--- config.mk ---
export PLATFORM = sky130hd
export DESIGN_NAME = writeback_buffer
export DESIGN_NICKNAME = d
export VERILOG_FILES = /design/src/rtl/writeback_buffer.sv
export SDC_FILE = /design/constraint.sdc
export NUM_CORES = 2
export LEC_CHECK = 0
export CAP_MARGIN = 20
export CORE_MARGIN = 2
export CORE_UTILIZATION = 41
export CTS_CLUSTER_SIZE = 16
export DETAILED_ROUTE_END_ITERATION = 10
export HOLD_SLACK_MARGIN = 0.03
export PLACE_DENSITY = 0.57
export SLEW_MARGIN = 30
export SYNTH_ARGS = -nofsm -noshare
export SYNTH_HDL_FRONTEND = slang
export SYNTH_SLANG_ARGS = --single-unit
--- constraint.sdc ---
create_clock -name clk -period 30.3 [get_ports clk]
set_input_delay 6.06 -clock clk [delete_from_list [all_inputs] [get_ports clk]]
set_output_delay 6.06 -clock clk [all_outputs]
set_load 0.02 [all_outputs]
--- src/rtl/writeback_buffer.sv ---
// Multi-lane writeback buffer: per-lane load extraction, in-order circular queue,
// WPORTS-wide regfile drain with HI/LO serialisation and youngest-match forwarding.
module writeback_buffer #(
   parameter int LANES  = 2,
   parameter int WPORTS = 1,
   parameter int DEPTH  = 8
) (
   input  logic                    clk,
   input  logic                    resetn,
   input  logic [LANES-1:0]        in_valid,
   output logic                    in_ready,
   input  logic [LANES-1:0]        in_regwrite,
   input  logic [5*LANES-1:0]      in_writereg,
   input  logic [LANES-1:0]        in_memread,
   input  logic [3*LANES-1:0]      in_mem_type,
   input  logic [32*LANES-1:0]     in_aluout,
   input  logic [32*LANES-1:0]     in_rd,
   input  logic [32*LANES-1:0]     in_pcplus4,
   input  logic [LANES-1:0]        in_hi_wen,
   input  logic [LANES-1:0]        in_lo_wen,
   input  logic [32*LANES-1:0]     in_hi,
   input  logic [32*LANES-1:0]     in_lo,
   output logic [WPORTS-1:0]       rf_wen,
   output logic [5*WPORTS-1:0]     rf_wid,
   output logic [32*WPORTS-1:0]    rf_wdata,
   output logic                    hi_wen,
   output logic                    lo_wen,
   output logic [31:0]             hi_wdata,
   output logic [31:0]             lo_wdata,
   input  logic [4:0]              lookup_id,
   output logic                    lookup_hit,
   output logic [31:0]             lookup_data,
   output logic [$clog2(DEPTH):0]  count,
   output logic [31:0]             debug_pc,
   output logic                    debug_wen
);

   localparam int PW = $clog2(DEPTH);
   localparam int CW = PW + 1;

   logic [PW-1:0] r_head;
   logic [PW-1:0] r_tail;
   logic [CW-1:0] r_count;
   logic          r_dbg_wen;
   logic [31:0]   r_dbg_pc;

   logic          r_regwrite [DEPTH];
   logic [4:0]    r_wreg     [DEPTH];
   logic [31:0]   r_result   [DEPTH];
   logic          r_hiw      [DEPTH];
   logic          r_low      [DEPTH];
   logic [31:0]   r_hi       [DEPTH];
   logic [31:0]   r_lo       [DEPTH];
   logic [31:0]   r_pc4      [DEPTH];

   logic [CW-1:0] w_free;
   logic          w_accept;
   logic [CW-1:0] w_push_cnt;
   logic [PW-1:0] w_lane_ptr [LANES];
   logic [CW-1:0] w_pop;
   logic [WPORTS-1:0] w_in_win;
   logic [PW-1:0] w_dptr [WPORTS];
   logic [PW-1:0] w_last_ptr;
   logic [PW-1:0] w_hl_ptr;
   logic          w_hl_any;

   function automatic logic [31:0] f_ext(input logic [2:0] t, input logic [1:0] a,
                                         input logic [31:0] rd);
      logic [7:0]  b;
      logic [15:0] h;
      case (a)
         2'd0:    b = rd[7:0];
         2'd1:    b = rd[15:8];
         2'd2:    b = rd[23:16];
         default: b = rd[31:24];
      endcase
      h = a[1] ? rd[31:16] : rd[15:0];
      case (t)
         3'd1:    f_ext = {{16{h[15]}}, h};
         3'd2:    f_ext = {16'b0, h};
         3'd3:    f_ext = {{24{b[7]}}, b};
         3'd4:    f_ext = {24'b0, b};
         default: f_ext = rd;
      endcase
   endfunction

   // Credit only the registered occupancy so in_ready never depends on in_valid.
   assign w_free   = CW'(DEPTH) - r_count;
   assign in_ready = (w_free >= CW'(LANES));
   assign w_accept = in_ready && (|in_valid);
   assign count    = r_count;
   assign debug_pc = r_dbg_pc;
   assign debug_wen = r_dbg_wen;

   always_comb begin
      w_push_cnt = '0;
      for (int unsigned l = 0; l < LANES; l++) begin
         w_lane_ptr[l] = r_tail + w_push_cnt[PW-1:0];
         if (in_valid[l]) w_push_cnt = w_push_cnt + CW'(1);
      end
      if (!w_accept) w_push_cnt = '0;
   end

   always_ff @(posedge clk) begin
      for (int unsigned l = 0; l < LANES; l++) begin
         if (w_accept && in_valid[l]) begin
            r_regwrite[w_lane_ptr[l]] <= in_regwrite[l];
            r_wreg[w_lane_ptr[l]]     <= in_writereg[5*l +: 5];
            r_result[w_lane_ptr[l]]   <= in_memread[l]
               ? f_ext(in_mem_type[3*l +: 3], in_aluout[32*l +: 2], in_rd[32*l +: 32])
               : in_aluout[32*l +: 32];
            r_hiw[w_lane_ptr[l]]      <= in_hi_wen[l];
            r_low[w_lane_ptr[l]]      <= in_lo_wen[l];
            r_hi[w_lane_ptr[l]]       <= in_hi[32*l +: 32];
            r_lo[w_lane_ptr[l]]       <= in_lo[32*l +: 32];
            r_pc4[w_lane_ptr[l]]      <= in_pcplus4[32*l +: 32];
         end
      end
   end

   // Drain window: stops at the occupancy limit or at a second HI/LO writer.
   always_comb begin
      logic w_stop;
      logic w_hl;
      w_stop     = 1'b0;
      w_pop      = '0;
      w_in_win   = '0;
      w_hl_any   = 1'b0;
      w_hl_ptr   = r_head;
      w_last_ptr = r_head;
      for (int unsigned i = 0; i < WPORTS; i++) begin
         w_dptr[i] = r_head + PW'(i);
         w_hl      = r_hiw[w_dptr[i]] || r_low[w_dptr[i]];
         if (!w_stop && (CW'(i) < r_count) && !(w_hl && w_hl_any)) begin
            w_in_win[i] = 1'b1;
            w_pop       = w_pop + CW'(1);
            w_last_ptr  = w_dptr[i];
            if (w_hl) begin
               w_hl_any = 1'b1;
               w_hl_ptr = w_dptr[i];
            end
         end else begin
            w_stop = 1'b1;
         end
      end
   end

   always_comb begin
      rf_wen   = '0;
      rf_wid   = '0;
      rf_wdata = '0;
      for (int unsigned i = 0; i < WPORTS; i++) begin
         rf_wen[i] = w_in_win[i] && r_regwrite[w_dptr[i]] && (r_wreg[w_dptr[i]] != 5'd0);
         for (int unsigned j = i + 1; j < WPORTS; j++) begin
            if (w_in_win[j] && r_regwrite[w_dptr[j]] && (r_wreg[w_dptr[j]] == r_wreg[w_dptr[i]]))
               rf_wen[i] = 1'b0;
         end
         if (rf_wen[i]) begin
            rf_wid[5*i +: 5]    = r_wreg[w_dptr[i]];
            rf_wdata[32*i +: 32] = r_result[w_dptr[i]];
         end
      end
      hi_wen   = w_hl_any && r_hiw[w_hl_ptr];
      lo_wen   = w_hl_any && r_low[w_hl_ptr];
      hi_wdata = hi_wen ? r_hi[w_hl_ptr] : '0;
      lo_wdata = lo_wen ? r_lo[w_hl_ptr] : '0;
   end

   // Scan oldest to youngest so the last match is the youngest writer.
   always_comb begin
      logic [PW-1:0] w_idx;
      lookup_hit  = 1'b0;
      lookup_data = '0;
      for (int unsigned k = 0; k < DEPTH; k++) begin
         w_idx = r_head + PW'(k);
         if ((CW'(k) < r_count) && r_regwrite[w_idx] && (r_wreg[w_idx] == lookup_id)
             && (lookup_id != 5'd0)) begin
            lookup_hit  = 1'b1;
            lookup_data = r_result[w_idx];
         end
      end
   end

   always_ff @(posedge clk or negedge resetn) begin
      if (!resetn) begin
         r_head    <= '0;
         r_tail    <= '0;
         r_count   <= '0;
         r_dbg_wen <= 1'b0;
         r_dbg_pc  <= '0;
      end else begin
         r_head    <= r_head + w_pop[PW-1:0];
         r_tail    <= r_tail + w_push_cnt[PW-1:0];
         r_count   <= r_count + w_push_cnt - w_pop;
         r_dbg_wen <= (w_pop != '0);
         if (w_pop != '0) r_dbg_pc <= r_pc4[w_last_ptr] - 32'd4;
      end
   end

endmodule

==> metrics.md <==
| Metric | Value |
|---|---|
| Distinct cells, synth | `between 80 and 90` |
| Unrepaired setup endpoints after global routing | `false` |
| Antenna violations before repair | `71` |
| Via count | `slightly below 60k` |
| CTS clk-pin slew, worst paths | `roughly 0.060 ns` |
| Die height | `422 µm` |
| CP peak stage delay | `0.75 ns` |
| Worst-Skew Late Latency | `around 0.8 ns` |
| Max frequency | `between 50 and 60 MHz` |
| Synthesized flop and latch total | `~1.1k` |
| Status | `completed` |
| Synth top area cells | `edfxtp_1, nand2_1, mux4_2, mux2i_1, clkbuf_1` |
| VDD IR max | `approximately 0.000088 V` |
| Synth cell count leaders | `nand2_1, edfxtp_1, mux4_2, clkbuf_1, mux2i_1` |
| Worst Setup End Kind | `output pin` |
| Die Footprint | `0.178 mm²` |
| Most common cell in the netlist | `nand2_1` |
| Synthesized net count | `~7.5k` |
| Post-Syn Area | `0.0717 mm²` |
| WP buf/inv | `5` |
| Fraction of layout instances using a drive strength above 1 | `0.132` |
| Leakage power | `0.0321 µW` |
| Largest net degree at the start of global routing | `160` |
| Post-cts resize count | `0` |
| Rows | `153` |
| Power Dens Cells | `~120 mW/mm²` |
| Max cap viols | `0` |
| Setup tns final | `0 ns` |
| Clock Skews | `~0.026 ns` |
| Critical Path RT | `24.24 ns` |
| DIE WIDTH | `approximately 420 µm` |
| CP dominant cell by count | `buf_4` |
| Clock Root Buffer | `clkbuf_16` |
| Total routed wirelength | `about 280 mm` |
| Crit-path slowest cell | `clkdlybuf4s50_1` |
| Normalized max-slew margin | `0.292` |
| Worst slew pin tran | `1.06 ns` |
| Port buffer count | `roughly 530` |
| Post-route cell area | `0.0823 mm²` |
| Slew Viols, Final | `0` |
| Syn avg cell area | `roughly 10 µm²` |
| Placed cells | `approximately 9.3k` |
| WS Path Type | `input port to output pin` |
| Post-DP HPWL | `between 150 and 200 mm` |
| Most used DFF post-synth | `edfxtp_1` |
| Crit Path Max Fanout | `55` |
| CP Cell Sequence | `clkdlybuf4s50_1, or2_2, o41ai_1, buf_4, a221oi_1, nand4_1, buf_4, or2_2, buf_4, o21ai_0, a2bb2oi_1, o31ai_1, clkdlybuf4s50_1` |
| TritonCTS buffer count | `around 130` |
| Top cell type's share of synthesized area | `0.456` |
| R2R setup slack | `around 24 ns` |
| Cell taking the most area after synthesis | `edfxtp_1` |
| Layout net count | `roughly 7.5k` |
| CTS hold repair buffers | `0` |
| Post-route ant nets | `0` |
| Vias per inst | `between 6 and 7` |
| Pre-antenna DRT Iters | `7` |
| Fin crit share | `0.574` |
| Post-synth EDFFs | `about 1.1k` |
| 1st-iter DRT viols | `slightly above 8k` |
| Clock Path Buffers | `3` |
| Wirelength per Cell | `just under 30 µm` |
| RD Place Congestion | `~0.94` |
| Crit path max-delay family | `buffers and inverters` |
| Remaining global-route overflow | `0` |
| Startpoint type of the worst setup path | `input port` |
| H-tree depth | `4` |
| Final Critical Period | `17.38 ns` |
| Clk sinks | `roughly 1.1k` |
| Core area | `between 0.15 and 0.2 mm²` |
| Final hold vios | `0` |
| Cells after Synth | `approximately 7.1k` |
| Global-route wire length before repair | `approximately 400 mm` |
| Non-Filler Instances | `9593` |
| Ys Warns | `0` |
| Setup Viol. Count Final | `0` |
| Synth-to-Final Area Change | `14.7%` |
| Ports | `roughly 530` |
| Tot GR Track Use | `0.307` |
| Seq/Total Area, Yosys | `0.471` |
| Number of setup buffers added after CTS | `0` |
| Asr flop ratio synth | `0.0380` |
| Initial Util | `0.412` |
| Worst hold path type | `register to register` |
| Arrival time worst endpoint | `roughly 11 ns` |
| Number of global-route vias before repair | `about 54k` |
| CTS tree | `done` |
| Fillers | `approximately 16k` |
| Placed Area | `0.0779 mm²` |
| Detailed-route DRC error count | `0` |
[registers in the layout, indices dropped and copies added (netlist names)]
register	cells
r_pc4	256
r_hi	256
r_wreg	40
r_regwrite	8
r_lo	256
debug_wen	1
r_low	8
debug_pc	32
r_tail	3
count	4
r_head	3
r_hiw	8
r_result	256
[power by group]
group | switching, µW | leakage, µW | total [µW] | internal (µW)
sequential | 213 | 0.0104 | 2490 | 2280
combinational | 3480 | 0.0196 | 5570 | 2090
clock | 676 | 0.00199 | 1570 | 892
total | 4370 | 0.0321 | 9620 | 5250
[path summary, 6_finish.rpt]
| path | from | to | depth (start not counted) |
|---|---|---|---|
| max | lookup_id[1] | lookup_data[11] | 13 |
| min | debug_pc[2] | debug_pc[2] | 2 |
| max reg2reg | count[1] | r_hi[6][31] | 12 |
| min reg2reg | debug_pc[2] | debug_pc[2] | 2 |
| max in group asynchronous | resetn | r_head[0] | 2 |
| min in group asynchronous | resetn | debug_pc[9] | 2 |
[routing by layer]
layer | routed length (µm) | track usage | vias to the layer above | part of all wire
met3 | 32700 | 0.0873 | 454 | 0.12
met4 | 7450 | 0.0968 | 56 | 0.027
met1 | 116000 | 0.437 | 29056 | 0.41
met5 | 341 | 0 | - | 0.0012
li1 | - | - | 25095 | -
met2 | 124000 | 0.453 | 3426 | 0.44
[cell families (layout without fill, tap and decap cells)]
kind of cell	count (synthesis)	count (layout)	share of synthesized area
simple gates	3660	3660	0.202
compound gates	582	582	0.0529
buf+inv	773	919	0.0505
mux	834	834	0.209
xor+xnor	88	88	0.0110
flops	1131	1131	0.471
fa+ha+maj	22	22	0.00405
other cells	0	32	0
[layout make-up]
cell class,instances,area (µm²),area share
Multi-Input combinational cell,5186,34700,0.422
Sequential cell,1131,33800,0.410
Timing Repair Buffer,656,6570,0.0798
Clock buffer,159,3470,0.0422
Tap cell,2325,2910,0.0354
Clock inverter,67,632,0.00768
Inverter,37,146,0.00178
Antenna cell,32,80.1,0.000974
[placed cells by master, fill, tap and decap left out, types with 56 or more instances in the layout]
| cell | synthesis | routed |
|---|---|---|
| nand2_1 | 3189 | 3183 |
| edfxtp_1 | 1088 | 1088 |
| clkdlybuf4s50_1 | 0 | 524 |
| mux4_2 | 515 | 515 |
| mux2i_1 | 292 | 292 |
| nor2_1 | 162 | 157 |
| a21oi_1 | 157 | 150 |
| o21ai_0 | 155 | 149 |
| clkbuf_16 | 0 | 134 |
| buf_4 | 125 | 101 |
| nand3_1 | 103 | 99 |
| o22ai_1 | 57 | 56 |
[per-stage QoR]
| stage | util | power (µW) | hold slack (ns) | setup WS, ns |
|---|---|---|---|---|
| after floorplan | - | 6060 | 0.526 | 12.85 |
| after global placement | 0.447 | 7910 | 0.465 | 12.98 |
| after detailed placement | 0.448 | 7950 | 0.473 | 12.99 |
| after CTS | 0.472 | 9520 | 0.488 | 12.99 |
| after global routing | 0.473 | 10000 | 0.530 | 12.67 |
| final | 0.473 | 9620 | 0.471 | 12.92 |
[worst min-delay path, stage by stage (launching register included)]
cell     delay [ns]
dfrtp_1        0.34
nand2_1        0.05
nand2_1        0.05
Power figures use the tool's default switching activity.
